--- config.mk ---
export PLATFORM = sky130hd
export DESIGN_NAME = serial_adder_ctrl
export DESIGN_NICKNAME = d
export VERILOG_FILES = /design/src/rtl/serial_pkg.sv /design/src/rtl/fulladder.sv /design/src/rtl/serial_adder_ctrl.sv
export SDC_FILE = /design/constraint.sdc
export NUM_CORES = 1
export LEC_CHECK = 0
export CAP_MARGIN = 20
export CORE_MARGIN = 2
export CORE_UTILIZATION = 31
export CTS_CLUSTER_DIAMETER = 150
export DETAILED_ROUTE_END_ITERATION = 16
export DONT_BUFFER_PORTS = 1
export GPL_TIMING_DRIVEN = 0
export SYNTH_ARGS = -nofsm -noshare
export SYNTH_HDL_FRONTEND = slang
export SYNTH_HIERARCHICAL = 1
export SYNTH_SLANG_ARGS = --single-unit
--- constraint.sdc ---
create_clock -name clk -period 1.3 [get_ports clk]
set_input_delay 0.13 -clock clk [delete_from_list [all_inputs] [get_ports clk]]
set_output_delay 0.13 -clock clk [all_outputs]
set_load 0.05 [all_outputs]
--- src/rtl/serial_pkg.sv ---
// Shared definitions for the bit-serial add/subtract sequencer.
// Holds the controller state encoding and the default operand width.
package serial_pkg;

  localparam int DEFAULT_WIDTH = 8;

  typedef enum logic [1:0] {
    S_IDLE = 2'd0,
    S_RUN  = 2'd1,
    S_DONE = 2'd2
  } state_e;

  // Counter must be able to hold WIDTH-1 for any legal WIDTH.
  function automatic int cnt_width(input int width);
    return $clog2(width) + 1;
  endfunction

endpackage

--- src/rtl/fulladder.sv ---
// Single-bit full-adder cell used as the shared slice of the serial adder.
module fulladder (
  output logic sum,
  output logic co,
  input  logic a,
  input  logic b,
  input  logic ci
);

  assign sum = a ^ b ^ ci;
  assign co  = (a & b) | (ci & (a ^ b));

endmodule

--- src/rtl/serial_adder_ctrl.sv ---
// Bit-serial add/subtract sequencer: one full-adder slice walks the operands
// LSB-first over WIDTH cycles, with the running carry held in a flop.
//
// state  | meaning
// IDLE   | waiting for start, no result yet
// RUN    | one operand bit pair consumed per cycle
// DONE   | result/carry_out/overflow valid, waiting for next start
module serial_adder_ctrl
  import serial_pkg::*;
#(
  parameter int WIDTH = DEFAULT_WIDTH
) (
  input  logic             clk,
  input  logic             rst_n,
  input  logic             start,
  input  logic             sub,
  input  logic [WIDTH-1:0] a,
  input  logic [WIDTH-1:0] b,
  output logic             busy,
  output logic             done,
  output logic [WIDTH-1:0] result,
  output logic             carry_out,
  output logic             overflow
);

  localparam int                CNT_W    = cnt_width(WIDTH);
  localparam logic [CNT_W-1:0]  LAST_BIT = CNT_W'(WIDTH - 1);
  localparam logic [CNT_W-1:0]  CNT_ONE  = CNT_W'(1);

  if (WIDTH < 1 || WIDTH > 32) begin : g_width_check
    $error("serial_adder_ctrl: WIDTH must be in 1..32");
  end

  state_e           state_q,     state_d;
  logic [WIDTH-1:0] a_sh_q,      a_sh_d;
  logic [WIDTH-1:0] b_sh_q,      b_sh_d;
  logic [WIDTH-1:0] res_q,       res_d;
  logic [CNT_W-1:0] cnt_q,       cnt_d;
  logic             carry_q,     carry_d;
  logic             msb_cin_q,   msb_cin_d;
  logic             carry_out_q, carry_out_d;

  logic fa_sum;
  logic fa_co;

  fulladder u_slice (
    .sum (fa_sum),
    .co  (fa_co),
    .a   (a_sh_q[0]),
    .b   (b_sh_q[0]),
    .ci  (carry_q)
  );

  always_comb begin
    state_d     = state_q;
    a_sh_d      = a_sh_q;
    b_sh_d      = b_sh_q;
    res_d       = res_q;
    cnt_d       = cnt_q;
    carry_d     = carry_q;
    msb_cin_d   = msb_cin_q;
    carry_out_d = carry_out_q;

    unique case (state_q)
      S_IDLE, S_DONE: begin
        if (start) begin
          // Subtraction is a + ~b + 1: invert B and seed the carry with sub.
          a_sh_d  = a;
          b_sh_d  = sub ? ~b : b;
          carry_d = sub;
          cnt_d   = '0;
          state_d = S_RUN;
        end
      end

      S_RUN: begin
        res_d   = (res_q >> 1) | (WIDTH'(fa_sum) << (WIDTH - 1));
        a_sh_d  = a_sh_q >> 1;
        b_sh_d  = b_sh_q >> 1;
        carry_d = fa_co;
        cnt_d   = cnt_q + CNT_ONE;
        if (cnt_q == LAST_BIT) begin
          // The carry entering the sign bit is needed for signed overflow.
          msb_cin_d   = carry_q;
          carry_out_d = fa_co;
          state_d     = S_DONE;
        end
      end

      default: state_d = S_IDLE;
    endcase
  end

  always_ff @(posedge clk) begin
    if (!rst_n) begin
      state_q     <= S_IDLE;
      a_sh_q      <= '0;
      b_sh_q      <= '0;
      res_q       <= '0;
      cnt_q       <= '0;
      carry_q     <= 1'b0;
      msb_cin_q   <= 1'b0;
      carry_out_q <= 1'b0;
    end else begin
      state_q     <= state_d;
      a_sh_q      <= a_sh_d;
      b_sh_q      <= b_sh_d;
      res_q       <= res_d;
      cnt_q       <= cnt_d;
      carry_q     <= carry_d;
      msb_cin_q   <= msb_cin_d;
      carry_out_q <= carry_out_d;
    end
  end

  assign busy      = (state_q == S_RUN);
  assign done      = (state_q == S_DONE);
  assign result    = res_q;
  assign carry_out = carry_out_q;
  assign overflow  = msb_cin_q ^ carry_out_q;

endmodule

==> results of run 1 <==
-- layout make-up --
cell class	count	area, um^2
clock inverters	1	5.005
repair buffers	3	50.05
well taps	52	65.06
clock buffers	7	96.34
multi-input cells	115	721.9
fillers	472	2719
plain buffers	15	115.1
inverters	2	7.507
flip-flops and latches	33	664.4
-- power groups by stage --
stage | clock (mW) | sequential [mW] | combinational (mW)
2_1_floorplan | 0 | 1.12 | 0.213
3_3_place_gp | 0 | 1.12 | 0.267
3_5_place_dp | 0 | 1.12 | 0.266
4_1_cts | 0.876 | 1.10 | 0.303
5_1_grt | 0.910 | 1.11 | 0.338
6_report | 0.844 | 1.10 | 0.303
-- metal layers --
metal / GRT usage, % / routed length, um
met3: 4.006 / 206
met4: 6.790 / 58
met2: 18.69 / 1423
met1: 18.52 / 1619
met5: 0 / 0
-- cell usage in the layout, fill, tap and decap left out, drive strengths merged, types with 2 or more instances in the layout --
cell type and n:
nor2b 2, nor2 2, buf 14, nand2b 4
xor2 9, nand3 20, a21oi 29, dfxtp 33
a22oi 15, nand2 23, inv 2, clkbuf 9
mux2i 3
-- sequential cells by signal, indices dropped and copies added (netlist names) --
signal / flops
a_sh_q: 8
b_sh_q: 8
carry_out: 1
carry_q: 1
cnt_q: 4
msb_cin_q: 1
result: 8
state_q: 2
-- metrics by stage --
stage,worst slack (ns),power (mW),util (%)
floorplan,0.04742,1.330,-
global placement,0.001163,1.391,34.71
detailed placement,-0.003929,1.391,34.71
CTS,0.01702,2.278,38.57
global route,-0.006894,2.353,38.82
finish,0.03903,2.248,38.82
-- Yosys cell counts, types with 2 or more instances --
library cell   n  area (um^2)
buf_2          6        30.03
mux2i_1        3        30.03
a21oi_1       29        145.1
buf_6          2        22.52
nor2b_1        2        12.51
a22oi_1       15        112.6
xor2_1         9        78.83
dfxtp_1       33        660.6
nand2b_1       3        18.77
nand3_1       20        100.1
nand2_1       23        86.33
buf_4          5        37.54
-- final timing paths --
kind	from	to	slack [ns]	depth (start not counted)
min	a[1]	a_sh_q[1]$_SDFFE_PN0P_	0.04	2
max	carry_out$_SDFFE_PN0P_	overflow	0.04	1
min reg2reg	b_sh_q[2]$_SDFFE_PN0P_	b_sh_q[2]$_SDFFE_PN0P_	0.47	2
max reg2reg	state_q[0]$_SDFFE_PN0P_	cnt_q[3]$_SDFFE_PN0P_	0.10	6
-- what timing repair did --
item,CTS,global route
resized for setup,6,3
gates cloned,1,0
endpoints found under the hold margin,1,0
buffers inserted,1,0
hold buffers,1,0
setup endpoints to repair,2,7
pin swaps,1,0
-- worst register-to-register path: stages, from the launching register on --
cell and delay, ns:
dfxtp_1 0.42, nand2b_4 0.09, inv_2 0.07, buf_8 0.10, buf_4 0.16, nand4_1 0.12, mux2i_1 0.13
-- kinds of logic after synthesis --
group / count (synthesis)
xor gates and xnor gates: 9
adders and majority gates: 2
and+or+nand+nor: 54
AOI/OAI and AO/OA: 46
muxes: 4
DFF: 33
buffers and inverters: 17
==> metrics.txt, run 1 <==
# TYPE chip_impl_metric gauge
chip_impl_info{name="run_status",value="finished clean"} 1
chip_impl_metric{name="synth_area_per_cell",unit="um^2"} 8.842
chip_impl_metric{name="maxSlewHeadroom",unit="%"} 61.46
chip_impl_metric{name="synth_cell_types",unit=""} 27
chip_impl_metric{name="synth.yosys.warnings",unit=""} 6
chip_impl_metric{name="sw_frac_of_total",unit="%"} 25.65
chip_impl_metric{name="antenna_left",unit=""} 0
chip_impl_metric{name="clock_sink_count",unit=""} 33
chip_impl_metric{name="final-setup-viol-count",unit=""} 0
chip_impl_info{name="timing.hold.worst.class",value="input port to flip-flop"} 1
chip_impl_metric{name="post_synth_edffs",unit=""} 0
chip_impl_metric{name="grt_use_total",unit="%"} 13.35
chip_impl_metric{name="final.setup.tns",unit="ns"} 0
chip_impl_metric{name="tritoncts.num_buffers",unit=""} 5
chip_impl_metric{name="first_global_vias",unit=""} 1089
chip_impl_metric{name="yosys.area_share.adder",unit="%"} 2.230
chip_impl_metric{name="grt_first_pass_wirelength",unit="mm"} 5.361
chip_impl_metric{name="ctsHtreeMaxLevel",unit=""} 2
chip_impl_metric{name="timing.critical_path.arrival",unit="ns"} 1.13
chip_impl_metric{name="post_route_cells_drive_above_1_share",unit="%"} 18.18
chip_impl_metric{name="postSynthNetCount",unit=""} 187
chip_impl_metric{name="drc",unit=""} 0
chip_impl_info{name="cts_tree",value="done"} 1
chip_impl_metric{name="place_congestion",unit=""} 0.7122
chip_impl_metric{name="synth_simple_gate_area_share",unit="%"} 17.67
chip_impl_metric{name="hold_ws",unit="ns"} 0.03659
chip_impl_info{name="timing.critical_path.cells",value="xor2_4"} 1
chip_impl_info{name="criticalPathCategory",value="flip-flop to primary output"} 1
chip_impl_metric{name="share_clk_of_total_power",unit="%"} 37.5
chip_impl_metric{name="combinationalPowerShare",unit="%"} 13.5
chip_impl_metric{name="power.switching",unit="mW"} 0.5767
chip_impl_metric{name="drt_pre_antenna_iters",unit=""} 4
chip_impl_metric{name="grt_antenna_before_repair",unit=""} 0
chip_impl_metric{name="synth_area",unit="um^2"} 1459
chip_impl_info{name="crit_path_leading_delay_family",value="flip-flops"} 1
chip_impl_metric{name="syn-instance-count",unit=""} 165
chip_impl_metric{name="core_area",unit="um^2"} 4444
chip_impl_metric{name="worst_path_maximum_fanout",unit=""} 3
chip_impl_metric{name="row_count",unit=""} 24
chip_impl_metric{name="postSynth.asyncResetShare",unit="%"} 0
chip_impl_metric{name="timing.final.hold_violations",unit=""} 0
chip_impl_metric{name="clk_path_buf_depth",unit=""} 2
chip_impl_metric{name="routed-via-count",unit=""} 1182
chip_impl_metric{name="area_fraction_in_compound_gates_after_synthesis",unit="%"} 19.04
chip_impl_metric{name="period_needed",unit="ns"} 1.261
chip_impl_metric{name="drt_wl_total",unit="mm"} 3.308
chip_impl_metric{name="port_buffers",unit=""} 0
chip_impl_info{name="startpoint_type",value="flip-flop"} 1
chip_impl_metric{name="timing_max_transition_violations_final",unit=""} 0
chip_impl_metric{name="max_freq",unit="GHz"} 0.7930
chip_impl_metric{name="internal_power",unit="mW"} 1.672
chip_impl_info{name="yosys_most_used_dff",value="dfxtp_1"} 1
chip_impl_metric{name="clkLatencyLatePin",unit="ns"} 0.28
chip_impl_metric{name="ir_worst_vdd",unit="mV"} 0.6390
chip_impl_metric{name="final_cell_count_no_fill",unit=""} 228
chip_impl_metric{name="worstPathRequired",unit="ns"} 1.17
chip_impl_metric{name="synth_seq_area_share",unit="%"} 45.28
chip_impl_metric{name="worst_slew_pin_slew",unit="ns"} 0.5773
chip_impl_metric{name="insertedDiodeCount",unit=""} 0
chip_impl_metric{name="cp.buffers_inverters",unit=""} 0
chip_impl_metric{name="timing.final.crit_share",unit="%"} 97.00
chip_impl_metric{name="pin_count_of_the_biggest_net_entering_global_routing",unit=""} 11
chip_impl_metric{name="timing.clock.skew",unit="ns"} 0.001557
chip_impl_metric{name="grt_overflow_total",unit=""} 0
chip_impl_metric{name="power.sequential.fraction",unit="%"} 49.0
chip_impl_metric{name="post-route-cell-area",unit="um^2"} 1725
chip_impl_info{name="cts_root_buffer",value="clkbuf_8"} 1
chip_impl_metric{name="io_pins",unit=""} 32
chip_impl_info{name="critPathSlowestCell",value="dfxtp_4"} 1
chip_impl_metric{name="avgViaCountPerCell",unit=""} 5.184
chip_impl_metric{name="clk_pin_slew_worst_paths",unit="ns"} 0.07
chip_impl_metric{name="post_drt_wl_per_cell",unit="um"} 14.51
chip_impl_metric{name="synthXorXnorAreaFrac",unit="%"} 5.403
chip_impl_info{name="worst_setup_path_end_kind",value="primary output"} 1
chip_impl_metric{name="postSynthRegisterBits",unit=""} 33
chip_impl_metric{name="placed_cells",unit=""} 217
chip_impl_info{name="dominant_combinational_cell_family_by_area_after_synthesis",value="compound AO/OA/AOI/OAI gates"} 1
chip_impl_metric{name="muxShareOfSynthArea",unit="%"} 3.087
chip_impl_metric{name="cpPeakStageDelay",unit="ns"} 0.47
chip_impl_metric{name="detail_placement_hpwl",unit="mm"} 2.258
chip_impl_metric{name="max_cap_violations",unit=""} 0
chip_impl_metric{name="die_area",unit="um^2"} 5271
chip_impl_metric{name="placed_area",unit="um^2"} 1543
chip_impl_metric{name="initial_drc_count",unit=""} 41
chip_impl_metric{name="power.leakage",unit="nW"} 0.6418
chip_impl_metric{name="syn2layout_area_growth",unit="%"} 18.27
chip_impl_metric{name="fin_nets",unit=""} 197
chip_impl_metric{name="pwr_density_cell",unit="nW/um^2"} 1303
chip_impl_info{name="rsz_0062_raised_after_global_routing",value="true"} 1
chip_impl_metric{name="die_x",unit="um"} 72.60
chip_impl_metric{name="start_util",unit="%"} 32.83
chip_impl_metric{name="die-height",unit="um"} 72.60
No activity file was read; power rests on OpenSTA's default activity.
==> run 2, diff against run 1 <==
- GPL_TIMING_DRIVEN: 0 -> not set
- MAX_ROUTING_LAYER: not set -> met4
- SKIP_CTS_REPAIR_TIMING: not set -> 1
==> metrics.txt, run 2 (same netlist as run 1, synthesis figures left out) <==
# TYPE chip_impl_metric gauge
chip_impl_metric{name="ir_worst_vdd",unit="mV"} 0.6299
chip_impl_metric{name="worst_slew_pin_slew",unit="ns"} 0.3264
chip_impl_metric{name="drt_pre_antenna_iters",unit=""} 5
chip_impl_metric{name="grt_antenna_before_repair",unit=""} 0
chip_impl_metric{name="ctsHtreeMaxLevel",unit=""} 2
chip_impl_metric{name="final_cell_count_no_fill",unit=""} 234
chip_impl_metric{name="grt_overflow_total",unit=""} 0
chip_impl_metric{name="worstPathRequired",unit="ns"} 1.17
chip_impl_info{name="startpoint_type",value="flip-flop"} 1
chip_impl_metric{name="final-setup-viol-count",unit=""} 0
chip_impl_metric{name="placed_cells",unit=""} 223
chip_impl_metric{name="insertedDiodeCount",unit=""} 0
chip_impl_metric{name="post_route_cells_drive_above_1_share",unit="%"} 21.43
chip_impl_metric{name="core_area",unit="um^2"} 4444
chip_impl_metric{name="die_area",unit="um^2"} 5271
chip_impl_metric{name="clk_pin_slew_worst_paths",unit="ns"} 0.07
chip_impl_metric{name="seq_area",unit="um^2"} 663.1
chip_impl_metric{name="start_util",unit="%"} 32.83
chip_impl_metric{name="pwr_density_cell",unit="nW/um^2"} 1251
chip_impl_metric{name="timing.final.hold_violations",unit=""} 2
chip_impl_metric{name="routed-via-count",unit=""} 1200
chip_impl_metric{name="pin_count_of_the_biggest_net_entering_global_routing",unit=""} 30
chip_impl_info{name="cts_root_buffer",value="clkbuf_8"} 1
chip_impl_metric{name="antenna_left",unit=""} 0
chip_impl_metric{name="clk_path_buf_depth",unit=""} 2
chip_impl_metric{name="row_count",unit=""} 24
chip_impl_metric{name="initial_drc_count",unit=""} 38
chip_impl_metric{name="cp.buffers_inverters",unit=""} 3
chip_impl_info{name="mostFrequentLayoutCell",value="dfxtp_1"} 1
chip_impl_metric{name="multi_input_combinational_cell_area",unit="um^2"} 723.2
chip_impl_info{name="violations",value="negative hold slack"} 1
chip_impl_metric{name="die-height",unit="um"} 72.60
chip_impl_metric{name="tritoncts.num_buffers",unit=""} 5
chip_impl_metric{name="grt_use_total",unit="%"} 13.14
chip_impl_info{name="timing.hold.worst.class",value="input port to flip-flop"} 1
chip_impl_metric{name="avgViaCountPerCell",unit=""} 5.128
chip_impl_metric{name="grt_first_pass_wirelength",unit="mm"} 5.140
chip_impl_metric{name="fin_nets",unit=""} 203
chip_impl_metric{name="detail_placement_hpwl",unit="mm"} 2.093
chip_impl_metric{name="max_freq",unit="GHz"} 0.8045
chip_impl_metric{name="maxSlewHeadroom",unit="%"} 78.24
chip_impl_metric{name="final.setup.tns",unit="ns"} 0
chip_impl_info{name="critPathSlowestCell",value="dfxtp_1"} 1
chip_impl_metric{name="power.leakage",unit="nW"} 0.6758
chip_impl_metric{name="drc",unit=""} 0
chip_impl_metric{name="syn2layout_area_growth",unit="%"} 22.38
chip_impl_metric{name="timing.clock.skew",unit="ns"} 0.005051
chip_impl_metric{name="io_pins",unit=""} 32
chip_impl_metric{name="max_cap_violations",unit=""} 0
chip_impl_metric{name="drt_wl_total",unit="mm"} 3.219
chip_impl_metric{name="cpPeakStageDelay",unit="ns"} 0.33
chip_impl_metric{name="fillers",unit=""} 464
chip_impl_info{name="critical_path_s_most_frequent_cell",value="buf_8"} 1
chip_impl_metric{name="timing.critical_path.arrival",unit="ns"} 1.11
chip_impl_metric{name="place_congestion",unit=""} 0.7253
chip_impl_metric{name="die_x",unit="um"} 72.60
chip_impl_metric{name="timing_max_transition_violations_final",unit=""} 0
chip_impl_metric{name="clkLatencyLatePin",unit="ns"} 0.28
chip_impl_metric{name="worst-r2r-setup-slack",unit="ns"} 0.08
chip_impl_info{name="worst_setup_path_end_kind",value="primary output"} 1
chip_impl_metric{name="clock_sink_count",unit=""} 33
chip_impl_metric{name="period_needed",unit="ns"} 1.243
chip_impl_metric{name="first_global_vias",unit=""} 1101
chip_impl_info{name="run_status",value="complete, but fails checks"} 1
chip_impl_metric{name="timing.final.crit_share",unit="%"} 95.61
chip_impl_info{name="timing.critical_path.cells",value="nand2b_4, inv_2, buf_8, buf_8"} 1
chip_impl_metric{name="post_drt_wl_per_cell",unit="um"} 13.76
chip_impl_info{name="criticalPathCategory",value="flip-flop to primary output"} 1
chip_impl_info{name="layout_common_cells",value="31 x dfxtp_1, 29 x a21oi_1, 23 x nand2_1"} 1
chip_impl_info{name="rsz_0062_raised_after_global_routing",value="false"} 1
chip_impl_info{name="crit_path_leading_delay_family",value="flip-flops"} 1
chip_impl_metric{name="hold_ws",unit="ns"} -0.008971
chip_impl_metric{name="worst_path_maximum_fanout",unit=""} 6
chip_impl_metric{name="port_buffers",unit=""} 0
chip_impl_info{name="cts_tree",value="done"} 1
[run 2: worst paths after layout]
path,from,to,cells after the start
worst max-delay path,state_q[1]$_SDFFE_PN0P_,busy,4
worst min-delay path,rst_n,cnt_q[3]$_SDFFE_PN0P_,2
worst max register to register,state_q[1]$_SDFFE_PN0P_,a_sh_q[4]$_SDFFE_PN0P_,6
worst min register to register,result[0]$_SDFFE_PN0P_,result[0]$_SDFFE_PN0P_,2
[run 2: routing by layer]
layer,global-route usage [%],vias to the layer above,routed length [um]
met3,5.939,4,233
met1,17.61,553,1530
met2,17.47,41,1420
met5,-,-,0
li1,-,602,-
met4,4.321,0,34
[run 2: layout make-up]
cell class                 instances  share of cell area, %
clock buffer                       7                  5.396
clock inverter                     1                 0.2803
inverter                           2                 0.4205
multi-input combinational        115                  40.50
sequential                        33                  37.14
tap                               52                  3.644
timing repair buffer              24                  12.61
[run 2: worst register-to-register path, delay by kind of cell, from the launching register on]
family | cells | cell delay [ns]
flops | 1 | 0.33
buf+inv | 3 | 0.32
compound gates | 2 | 0.27
simple gates | 1 | 0.17
[run 2: report_power, final]
group	switching, mW	total, mW	internal [mW]
combinational	0.166	0.290	0.124
clock	0.373	0.852	0.478
sequential	0.0307	1.09	1.06
total	0.570	2.23	1.66
[run 2: stage by stage]
| step | total power [mW] | utilization (%) | setup slack (ns) | cell area, um^2 | hold WS [ns] |
|---|---|---|---|---|---|
| global route | 2.348 | 40.17 | 0.002072 | 1785 | 0.002292 |
| finish | 2.233 | 40.17 | 0.05704 | 1785 | -0.008971 |
| CTS | 2.232 | 38.60 | -0.1792 | 1715 | -0.04557 |
| detailed placement | 1.373 | 36.32 | 0.1448 | 1614 | 0.2531 |
| floorplan | 1.330 | - | 0.04742 | 1478 | 0.2660 |
| global placement | 1.371 | 36.32 | 0.1607 | 1614 | 0.2532 |
==> run 3, diff against run 2 <==
- REMOVE_ABC_BUFFERS: not set -> 1
==> metrics.txt, run 3 (same netlist as run 1, synthesis figures left out) <==
# TYPE chip_impl_metric gauge
chip_impl_metric{name="detail_placement_hpwl",unit="mm"} 1.866
chip_impl_metric{name="fin_nets",unit=""} 202
chip_impl_metric{name="syn2layout_area_growth",unit="%"} 23.93
chip_impl_metric{name="timing.final.hold_violations",unit=""} 1
chip_impl_metric{name="timing.clock.skew",unit="ns"} 0.006208
chip_impl_info{name="timing.hold.worst.class",value="input port to flip-flop"} 1
chip_impl_metric{name="port_buffers",unit=""} 0
chip_impl_info{name="whs_endpoint",value="msb_cin_q$_SDFFE_PN0P_"} 1
chip_impl_info{name="worst_hold_startpoint",value="rst_n"} 1
chip_impl_metric{name="initial_drc_count",unit=""} 60
chip_impl_info{name="violations",value="negative hold slack"} 1
chip_impl_info{name="run_status",value="complete, but fails checks"} 1
chip_impl_metric{name="placed_cells",unit=""} 219
chip_impl_info{name="critPathSlowestCell",value="dfxtp_1"} 1
chip_impl_metric{name="grt_overflow_total",unit=""} 0
chip_impl_metric{name="power.leakage",unit="nW"} 0.6932
chip_impl_info{name="crit_start",value="state_q[1]$_SDFFE_PN0P_"} 1
chip_impl_metric{name="clk_path_buf_depth",unit=""} 2
chip_impl_metric{name="period_needed",unit="ns"} 1.247
chip_impl_info{name="rsz_0062_raised_after_global_routing",value="false"} 1
chip_impl_metric{name="clock_sink_count",unit=""} 33
chip_impl_metric{name="timing.final.crit_share",unit="%"} 95.95
chip_impl_metric{name="timing_max_transition_violations_final",unit=""} 0
chip_impl_metric{name="grt_antenna_before_repair",unit=""} 0
chip_impl_info{name="criticalPathCategory",value="flip-flop to primary output"} 1
chip_impl_metric{name="final-setup-viol-count",unit=""} 0
chip_impl_metric{name="drt_wl_total",unit="mm"} 3.199
chip_impl_metric{name="ir_worst_vdd",unit="mV"} 0.5467
chip_impl_metric{name="hold_ws",unit="ns"} -0.006774
chip_impl_metric{name="ctsHtreeMaxLevel",unit=""} 2
chip_impl_metric{name="postLayoutCoreUtil",unit="%"} 40.68
chip_impl_metric{name="first_global_vias",unit=""} 1148
chip_impl_info{name="crit_path_leading_delay_family",value="buffers and inverters"} 1
chip_impl_metric{name="post_route_cells_drive_above_1_share",unit="%"} 18.78
chip_impl_metric{name="avgViaCountPerCell",unit=""} 5.133
chip_impl_info{name="layout_common_cells",value="32 x dfxtp_1, 29 x a21oi_1, 23 x nand2_1"} 1
chip_impl_metric{name="row_count",unit=""} 24
chip_impl_metric{name="grt_use_total",unit="%"} 12.85
chip_impl_metric{name="io_pins",unit=""} 32
chip_impl_metric{name="pwr_density_cell",unit="nW/um^2"} 1339
chip_impl_metric{name="antenna_left",unit=""} 0
chip_impl_metric{name="worstPathRequired",unit="ns"} 1.17
chip_impl_metric{name="holdPathStages",unit=""} 2
chip_impl_metric{name="clkLatencyLatePin",unit="ns"} 0.29
chip_impl_metric{name="worst_path_maximum_fanout",unit=""} 8
chip_impl_metric{name="routed-via-count",unit=""} 1196
chip_impl_metric{name="start_util",unit="%"} 32.83
chip_impl_metric{name="timing.critical_path.arrival",unit="ns"} 1.12
chip_impl_metric{name="drt_pre_antenna_iters",unit=""} 4
chip_impl_info{name="mostFrequentLayoutCell",value="dfxtp_1"} 1
chip_impl_metric{name="die_x",unit="um"} 72.60
chip_impl_info{name="cts_tree",value="done"} 1
chip_impl_metric{name="insertedDiodeCount",unit=""} 0
chip_impl_metric{name="drc",unit=""} 0
chip_impl_info{name="startpoint_type",value="flip-flop"} 1
chip_impl_info{name="worst_setup_path_end_kind",value="primary output"} 1
chip_impl_metric{name="clk_pin_slew_worst_paths",unit="ns"} 0.07
chip_impl_metric{name="core_area",unit="um^2"} 4444
chip_impl_metric{name="final_cell_count_no_fill",unit=""} 233
chip_impl_metric{name="cpPeakStageDelay",unit="ns"} 0.31
chip_impl_metric{name="maxSlewHeadroom",unit="%"} 77.86
chip_impl_metric{name="max_freq",unit="GHz"} 0.8017
chip_impl_metric{name="grt_first_pass_wirelength",unit="mm"} 5.112
chip_impl_metric{name="pin_count_of_the_biggest_net_entering_global_routing",unit=""} 30
chip_impl_metric{name="place_congestion",unit=""} 0.7916
chip_impl_metric{name="tritoncts.num_buffers",unit=""} 5
chip_impl_metric{name="max_cap_violations",unit=""} 0
chip_impl_metric{name="fillers",unit=""} 453
chip_impl_metric{name="die_area",unit="um^2"} 5271
chip_impl_info{name="timing.rr.start",value="state_q[1]$_SDFFE_PN0P_"} 1
chip_impl_info{name="cts_root_buffer",value="clkbuf_8"} 1
chip_impl_metric{name="die-height",unit="um"} 72.60
chip_impl_metric{name="post_drt_wl_per_cell",unit="um"} 13.73
chip_impl_metric{name="worst-r2r-setup-slack",unit="ns"} 0.11
chip_impl_info{name="critical_path_s_most_frequent_cell",value="buf_12"} 1
chip_impl_info{name="timing.critical_path.cells",value="nand2b_4, inv_4, buf_12, buf_12"} 1
chip_impl_metric{name="r2r.worst_path.cells",unit=""} 6
chip_impl_info{name="r2r_end",value="a_sh_q[1]$_SDFFE_PN0P_"} 1
chip_impl_metric{name="worst_slew_pin_slew",unit="ns"} 0.3317
chip_impl_metric{name="cp.buffers_inverters",unit=""} 3
## run 3: worst max-delay path by stage
stage | depth (start not counted) | endpoint | slack, ns
after floorplan | 4 | cnt_q[3]$_SDFFE_PN0P_ | -0.30
after global placement | 5 | cnt_q[3]$_SDFFE_PN0P_ | 0.18
after detailed placement | 3 | carry_q$_SDFFE_PN0P_ | 0.16
after CTS | 4 | busy | -0.12
after global routing | 4 | busy | 0.003
final | 4 | busy | 0.05
## run 3: metal layers
layer  up-vias  wire length [um]  GRT usage (%)
met5         -                 0              -
met4         0                37          5.144
met3         4               187          5.387
met2        31              1545          18.89
met1       560              1429          15.59
li1        601                 -              -
## run 3: power breakdown
| part | leakage [nW] | switching [mW] | internal (mW) |
|---|---|---|---|
| Sequential | 0.269 | 0.0305 | 1.06 |
| Clock | 0.0585 | 0.386 | 0.625 |
| Combinational | 0.365 | 0.173 | 0.145 |
## run 3: final cells by class
type	instances	area, um^2	share of cell area (%)
timing repair buffer	23	257.7	14.26
sequential	33	661.9	36.61
clock inverter	1	30.03	1.661
inverter	2	10.01	0.5536
tap	52	65.06	3.599
multi-input combinational	115	696.9	38.55
clock buffer	7	86.33	4.775
## run 3: per-stage QoR
stage | power (mW) | setup TNS [ns] | instance area (um^2) | worst slack (ns)
global route | 2.523 | 0 | 1808 | 0.002856
CTS | 2.390 | -0.1241 | 1707 | -0.1241
floorplan | 1.283 | -6.478 | 1360 | -0.2966
finish | 2.420 | 0 | 1808 | 0.05260
detailed placement | 1.378 | 0 | 1590 | 0.1613
global placement | 1.378 | 0 | 1590 | 0.1765
